## src/rtl/dram_copy_engine.sv

```systemverilog
// Forward byte-copy master for the 8-bit synchronous DRAM: READ src+i, then WRITE dst+i with q.
// Optional running byte checksum output is enabled by defining DRAM_COPY_CHECKSUM_EN.
module dram_copy_engine #(
  parameter int ADDR_WIDTH = 16,
  parameter int DATA_WIDTH = 8,
  parameter int LEN_WIDTH  = 10
) (
  input  logic                  clock,
  input  logic                  resetn,
  input  logic                  start,
  input  logic [ADDR_WIDTH-1:0] src_addr,
  input  logic [ADDR_WIDTH-1:0] dst_addr,
  input  logic [LEN_WIDTH-1:0]  length,
  output logic                  busy,
  output logic                  done,
  output logic [ADDR_WIDTH-1:0] mem_address,
  output logic [DATA_WIDTH-1:0] mem_data,
  output logic                  mem_rden,
  output logic                  mem_wren,
  input  logic [DATA_WIDTH-1:0] mem_q,
`ifdef DRAM_COPY_CHECKSUM_EN
  output logic [DATA_WIDTH-1:0] checksum,
`endif
  output logic [1:0]            dbg_state
);

  typedef enum logic [1:0] {
    IDLE  = 2'd0,
    READ  = 2'd1,
    WRITE = 2'd2,
    DONE  = 2'd3
  } state_t;

  state_t                state_q, state_d;
  logic [ADDR_WIDTH-1:0] src_q, src_d;
  logic [ADDR_WIDTH-1:0] dst_q, dst_d;
  logic [LEN_WIDTH-1:0]  len_q, len_d;
  logic [LEN_WIDTH-1:0]  idx_q, idx_d;
  logic [LEN_WIDTH-1:0]  idx_inc;

  // Index never exceeds length-1, so idx+1 always fits in LEN_WIDTH bits.
  assign idx_inc = idx_q + LEN_WIDTH'(1);

  always_ff @(posedge clock or negedge resetn) begin
    if (!resetn) begin
      state_q <= IDLE;
      src_q   <= '0;
      dst_q   <= '0;
      len_q   <= '0;
      idx_q   <= '0;
    end else begin
      state_q <= state_d;
      src_q   <= src_d;
      dst_q   <= dst_d;
      len_q   <= len_d;
      idx_q   <= idx_d;
    end
  end

  always_comb begin
    state_d     = state_q;
    src_d       = src_q;
    dst_d       = dst_q;
    len_d       = len_q;
    idx_d       = idx_q;
    busy        = 1'b0;
    done        = 1'b0;
    mem_rden    = 1'b0;
    mem_wren    = 1'b0;
    mem_address = '0;
    mem_data    = '0;
    case (state_q)
      IDLE: begin
        if (start) begin
          src_d   = src_addr;
          dst_d   = dst_addr;
          len_d   = length;
          idx_d   = '0;
          state_d = (length != '0) ? READ : DONE;
        end
      end
      READ: begin
        busy        = 1'b1;
        mem_rden    = 1'b1;
        mem_address = src_q + ADDR_WIDTH'(idx_q);
        state_d     = WRITE;
      end
      WRITE: begin
        busy        = 1'b1;
        mem_wren    = 1'b1;
        mem_address = dst_q + ADDR_WIDTH'(idx_q);
        mem_data    = mem_q;
        idx_d       = idx_inc;
        state_d     = (idx_inc == len_q) ? DONE : READ;
      end
      DONE: begin
        done    = 1'b1;
        state_d = IDLE;
      end
      default: state_d = IDLE;
    endcase
  end

  assign dbg_state = state_q;

`ifdef DRAM_COPY_CHECKSUM_EN
  logic [DATA_WIDTH-1:0] csum_q, csum_d;

  always_comb begin
    csum_d = csum_q;
    if (state_q == IDLE && start) csum_d = '0;
    else if (state_q == WRITE)    csum_d = csum_q + mem_q;
  end

  always_ff @(posedge clock or negedge resetn) begin
    if (!resetn) csum_q <= '0;
    else         csum_q <= csum_d;
  end

  assign checksum = csum_q;
`endif

endmodule

```

## config.mk

```make
export PLATFORM = sky130hd
export DESIGN_NAME = dram_copy_engine
export DESIGN_NICKNAME = d
export VERILOG_FILES = /design/src/rtl/dram_copy_engine.sv
export SDC_FILE = /design/constraint.sdc
export NUM_CORES = 1
export LEC_CHECK = 0
export BUFFER_PORTS_ARGS = -buffer_cell sky130_fd_sc_hd__buf_2
export CORE_MARGIN = 2
export CORE_UTILIZATION = 25
export DETAILED_ROUTE_END_ITERATION = 16
export REMOVE_ABC_BUFFERS = 1
export SLEW_MARGIN = 10
export SYNTH_ARGS = -nofsm -noshare
export SYNTH_HDL_FRONTEND = slang
export SYNTH_SLANG_ARGS = --single-unit
```

## constraint.sdc

```tcl
create_clock -name clock -period 9.3 [get_ports clock]
set_clock_uncertainty 0.1 [all_clocks]
set_input_delay 1.86 -clock clock [delete_from_list [all_inputs] [get_ports clock]]
set_output_delay 1.86 -clock clock [all_outputs]
set_load 0.005 [all_outputs]
```

==> results.json, run 1 <==
{
  "syn_to_final_growth_pct": 20.5,
  "cellPowerDensity_nw_per_um2": 115,
  "drc": 0,
  "synth_cells": 355,
  "final_antenna_net_count": 0,
  "clock_path_buffers": 2,
  "row_count": 43,
  "die_w_um": 124,
  "synthTopCellsByArea": "dfrtp_1 (37%), mux2_2 (16%), ha_1 (5.9%)",
  "synth_cell_types": 54,
  "worst_slew_margin_rel_pct": 34.4,
  "netlist_area_sq_um": 3620,
  "fmax_mhz": 166,
  "p_int_w": 0.000405,
  "drive_gt1_share_pct": 36.6,
  "tightest_slew_ps": 985,
  "p_sw_w": 0.0000951,
  "vias_per_cell": 4.69,
  "post_drt_wl_per_cell_um": 14.6,
  "antenna_cells": 0,
  "leakage_nw": 2.14,
  "fillCellCount": 1476,
  "period_share_pct": 64.6,
  "grt_overflow": 0,
  "ff2ff_path_depth": 6,
  "yosysWarnings": 0,
  "timing.final.ws_setup_ps": 3290,
  "worstPathArrival_ps": 4050,
  "synth-seq-cells": 54,
  "cp-start-kind": "flip-flop",
  "antenna_found_initial": 0,
  "crit_fanout": 50,
  "track_usage_pct": 11.6,
  "synth_flop_cell": "dfrtp_1",
  "synth_commonest_cells": "dfrtp_1 (54), mux2_2 (53), nor2_1 (23)",
  "synth_top_area_share_pct": 37.4,
  "cts_tree": "built",
  "rsz0062_at_grt": "no",
  "p_clk_share_pct": 49.5,
  "seq_area_frac_synth_pct": 37.4,
  "synth_area_per_cell_sq_um": 10.2,
  "place_ws_ps": 3550,
  "dieArea_sq_um": 15400,
  "hold_violations": 0,
  "outcome": "complete, no violations",
  "worst_hold_path_type": "reg2reg",
  "grt_max_degree": 55,
  "path_class": "reg2out",
  "htree_levels": 2,
  "die_y_um": 124,
  "grt_pass1_wl_um": 14800,
  "holdBufCountCts": 0,
  "port_buffers": 82,
  "tns_ps": 0,
  "drv_cap": 0,
  "core_sq_um": 14000,
  "async_flop_share_pct": 100,
  "clk_pin_slew_ps": 70,
  "clk_latency_ps": 300,
  "boundaryPins": 83,
  "yosysMostFrequentCell": "dfrtp_1",
  "synth_area_leader_cell": "dfrtp_1",
  "vdd_ir_drop_max_v": 0.0000611,
  "cts-root-buf": "clkbuf_16",
  "clock-sinks": 54,
  "synth_edf_count": 0,
  "period_minus_slack_ps": 6010,
  "power_frac_seq_pct": 47.0,
  "grt_pass1_vias": 2968,
  "drt_pass1_iterations": 4,
  "setup_viol": 0,
  "dpl.hpwl_um": 6710,
  "cp-end-kind": "primary output",
  "place_congestion": 0.874,
  "vias": 2844,
  "postCtsSetupBuffers": 0,
  "start_util_pct": 25.9,
  "holdPathStages": 1,
  "comb_power_share_pct": 3.6,
  "numCtsBuffers": 5,
  "p_sw_share_pct": 19.0,
  "wl_um": 8870,
  "report.final.slew_viol_count": 0,
  "drt_iter0_markers": 122,
  "ctsResizeCount": 0,
  "cp.required_ps": 7340,
  "final_nets": 496
}
==> cell usage in the layout, fill, tap and decap left out, types with 2 or more instances in the layout <==
cell type,Yosys,final
a211oi_1,4,4
a21o_1,5,5
a21oi_1,11,11
a311oi_1,2,2
and2_1,11,11
buf_2,3,82
buf_4,3,2
bufinv_16,0,2
clkbuf_16,0,5
dfrtp_1,54,54
ha_1,17,16
inv_1,16,16
mux2_2,53,53
mux2i_1,11,11
nand2_1,17,17
nand2b_1,9,9
nand3_1,8,8
nand3b_1,3,3
nand4_1,8,8
nor2_1,23,23
nor2b_1,3,3
nor3_1,3,3
nor4_1,4,4
o21a_1,2,2
o21ai_0,16,16
o221ai_1,8,8
or3_1,2,2
or4_1,2,2
xnor2_1,12,12
xor2_1,7,7
==> metal layers <==
layer | vias up | global-route usage, % | share of wire, %
met1 | 1364 | 14.9 | 47
met2 | 51 | 19.5 | 48
li1 | 1417 | - | -
met5 | - | 0 | 0
met3 | 12 | 2.15 | 3.1
met4 | 0 | 4.30 | 2.0
==> state kept, by name, summed over array words and instances, names as in the netlist <==
name / count
src_q: 16
len_q: 10
dst_q: 16
idx_q: 10
dbg_state: 2
==> worst paths after layout <==
check / from / to / slack [ps]
setup / recovery: dbg_state[0]$_DFFE_PN0P_ / mem_address[14] / 3290
hold / removal: dst_q[8]$_DFFE_PN0P_ / dst_q[8]$_DFFE_PN0P_ / 400
setup reg to reg: dbg_state[0]$_DFFE_PN0P_ / dbg_state[1]$_DFFE_PN0P_ / 6510
hold reg to reg: dst_q[8]$_DFFE_PN0P_ / dst_q[8]$_DFFE_PN0P_ / 400
max in group asynchronous: resetn / src_q[0]$_DFFE_PN0P_ / 7040
min in group asynchronous: resetn / len_q[3]$_DFFE_PN0P_ / 1580
==> logic make-up (layout without fill, tap and decap cells) <==
kind of cell | count (synthesis) | in the layout | share of synthesized area [%]
flip-flops | 54 | 54 | 37.4
buffers and inverters | 37 | 108 | 4.67
AO/OA/AOI/OAI | 59 | 59 | 11.3
multiplexers | 65 | 65 | 19.9
adder cells (fa/ha/maj) | 18 | 18 | 6.43
AND/OR/NAND/NOR | 103 | 103 | 15.8
XOR/XNOR | 19 | 19 | 4.60
==> final cells by class <==
class                   instances  area (sq um)  share of cell area, %
well taps                     180           225                   5.16
clock inverters                 2          60.1                   1.38
flip-flops and latches         54          1350                   31.0
repair buffers                 84           425                   9.76
multi-input cells             264          2100                   48.1
clock buffers                   6           139                   3.19
inverters                      16          60.1                   1.38
==> metrics by stage <==
| step | area, sq um | total power, W | hold slack (ps) | utilization (%) | cells |
|---|---|---|---|---|---|
| CTS | 4360 | 0.000508 | 406 | 31.2 | 606 |
| global route | 4360 | 0.000518 | 422 | 31.2 | 606 |
| floorplan | 3510 | 0.000240 | 371 | - | 334 |
| finish | 4360 | 0.000500 | 404 | 31.2 | 606 |
| detailed placement | 4160 | 0.000258 | 389 | 29.7 | 598 |
| global placement | 4160 | 0.000258 | 382 | 29.7 | 598 |
==> worst max-delay path, stage by stage (launching register included) <==
cell and delay (ps):
dfrtp_1 420, inv_1 100, ha_2 840, mux2_2 310, ha_1 170, inv_1 60
fa_1 390, nand3b_1 200, a211oi_1 310, o31ai_1 200, nor4_1 380, mux2i_1 220
buf_2 130
==> power by group through the flow <==
stage                     clock, W  combinational [W]  sequential, W
final                     0.000247          0.0000180       0.000235
after global routing      0.000263          0.0000206       0.000235
after CTS                 0.000255          0.0000188       0.000235
after floorplan                  0        0.000000723       0.000239
after global placement           0          0.0000183       0.000239
after detailed placement         0          0.0000187       0.000239
Note: power is estimated with default switching activity, not from simulation.
==> run 2: changes to the inputs <==
Clock period 9.3 ns to 4.9 ns, I/O delays scaled along.
==> results.json, run 2 (synthesis gave the netlist of run 1 again) <==
{
  "report.power.total_w": 0.000827,
  "htree_levels": 2,
  "port_buffers": 82,
  "worstSetupStartpoint": "dbg_state[0]$_DFFE_PN0P_",
  "final_common_cell": "buf_2",
  "cts-root-buf": "clkbuf_16",
  "fin_area_sq_um": 4330,
  "antenna_found_initial": 0,
  "clock_path_buffers": 2,
  "worstPathArrival_ps": 3460,
  "place_congestion": 0.896,
  "fillCellCount": 1472,
  "tns_ps": 0,
  "clk_latency_ps": 290,
  "dpl.hpwl_um": 6850,
  "syn_to_final_growth_pct": 19.7,
  "tightest_slew_ps": 790,
  "fmax_mhz": 220,
  "period_share_pct": 92.7,
  "rsz0062_at_grt": "no",
  "grt_pass1_wl_um": 15200,
  "p_int_w": 0.000659,
  "worst_hold_path_type": "reg2reg",
  "p_clk_share_pct": 42.1,
  "cp-end-kind": "primary output",
  "final_nets": 498,
  "start_util_pct": 25.9,
  "setup_viol": 0,
  "comb_power_share_pct": 4.0,
  "placed_cells": 600,
  "vias": 2852,
  "core_sq_um": 14000,
  "drt_pass1_iterations": 4,
  "grt_max_degree": 55,
  "cellPowerDensity_nw_per_um2": 191,
  "reg.largest.list": "dst_q: 16 flops, src_q: 16 flops",
  "crit_fanout": 21,
  "holdBufCountCts": 0,
  "final_antenna_net_count": 0,
  "drv_cap": 0,
  "p_sw_w": 0.000168,
  "drive_gt1_share_pct": 36.9,
  "min_from": "dst_q[1]$_DFFE_PN0P_",
  "outcome": "complete, no violations",
  "grt_pass1_vias": 3038,
  "fin_cells": 606,
  "placed_cell_area_sq_um": 4180,
  "numCtsBuffers": 5,
  "cp-start-kind": "flip-flop",
  "p_sw_share_pct": 20.3,
  "die_w_um": 124,
  "period_minus_slack_ps": 4540,
  "post_drt_wl_per_cell_um": 14.7,
  "wl_um": 8930,
  "vdd_ir_drop_max_v": 0.000127,
  "clk_pin_slew_ps": 70,
  "seq_area_sq_um": 1350,
  "hold_violations": 0,
  "report.final.slew_viol_count": 0,
  "multi_input_area_sq_um": 2110,
  "rr_startpoint": "dbg_state[0]$_DFFE_PN0P_",
  "power_frac_seq_pct": 53.9,
  "grt_overflow": 0,
  "die_y_um": 124,
  "fin_util_pct": 31.0,
  "drc": 0,
  "leakage_nw": 2.12,
  "vias_per_cell": 4.71,
  "track_usage_pct": 12.0,
  "mostFrequentLayoutCells": "buf_2 (82), dfrtp_1 (54), mux2_2 (53)",
  "antenna_cells": 0,
  "path_class": "reg2out",
  "dieArea_sq_um": 15400,
  "worst_slew_margin_rel_pct": 47.2,
  "clock-sinks": 54,
  "row_count": 43,
  "cts_tree": "built",
  "drt_iter0_markers": 124,
  "boundaryPins": 83,
  "cp.required_ps": 3820
}
-- run 2: what timing repair did --
item	4_1_cts	5_1_grt
gates resized for setup	0	2
buffers inserted	0	0
endpoints found under the setup margin	0	5
-- run 2: metal layers --
metal  GRT usage, %  part of all wire (%)  wire, um  vias up
met3           1.76                   3.7       326       16
met5              0                     0         0        -
met2           19.7                    47      4240       64
met1           15.6                    46      4100     1356
li1               -                     -         -     1416
met4           5.49                   3.0       264        0
-- run 2: path summary, 6_finish.rpt --
path                                         end  slack (ps)  cells past startpoint
setup / recovery                 mem_address[15]         360                     11
hold / removal              dst_q[1]$_DFFE_PN0P_         400                      1
setup reg to reg           dst_q[11]$_DFFE_PN0P_        2070                      5
hold reg to reg             dst_q[1]$_DFFE_PN0P_         400                      1
max in group asynchronous  dst_q[10]$_DFFE_PN0P_        3530                      2
min in group asynchronous   len_q[3]$_DFFE_PN0P_         720                      2
-- run 2: power groups by stage --
stage	Sequential (W)	Clock [W]	Combinational [W]
2_1_floorplan	0.000454	0	0.00000137
3_3_place_gp	0.000454	0	0.0000339
3_5_place_dp	0.000454	0	0.0000346
4_1_cts	0.000445	0.000365	0.0000346
5_1_grt	0.000445	0.000379	0.0000383
6_report	0.000446	0.000348	0.0000334
-- run 2: cell type report --
type	instances	share of cell area (%)
tap	180	5.20
inverter	16	1.39
clock buffer	6	3.21
timing repair buffer	86	10.2
sequential	54	31.2
multi-input combinational	264	48.8
-- run 2: critical path, cell delays in order, from the launching register on --
cell and delay, ps:
dfrtp_1 420, inv_1 140, ha_4 340, buf_4 280
mux2_2 360, ha_1 320, a21oi_1 210, o21ai_0 150
a221oi_2 320, a21oi_1 130, mux2_1 350, buf_2 140
-- run 2: stage by stage --
stage / hold slack (ps) / setup WS, ps
after detailed placement: 388 / 476
after CTS: 404 / 145
final: 398 / 356
after global placement: 382 / 564
after floorplan: 371 / 235
after global routing: 426 / 104
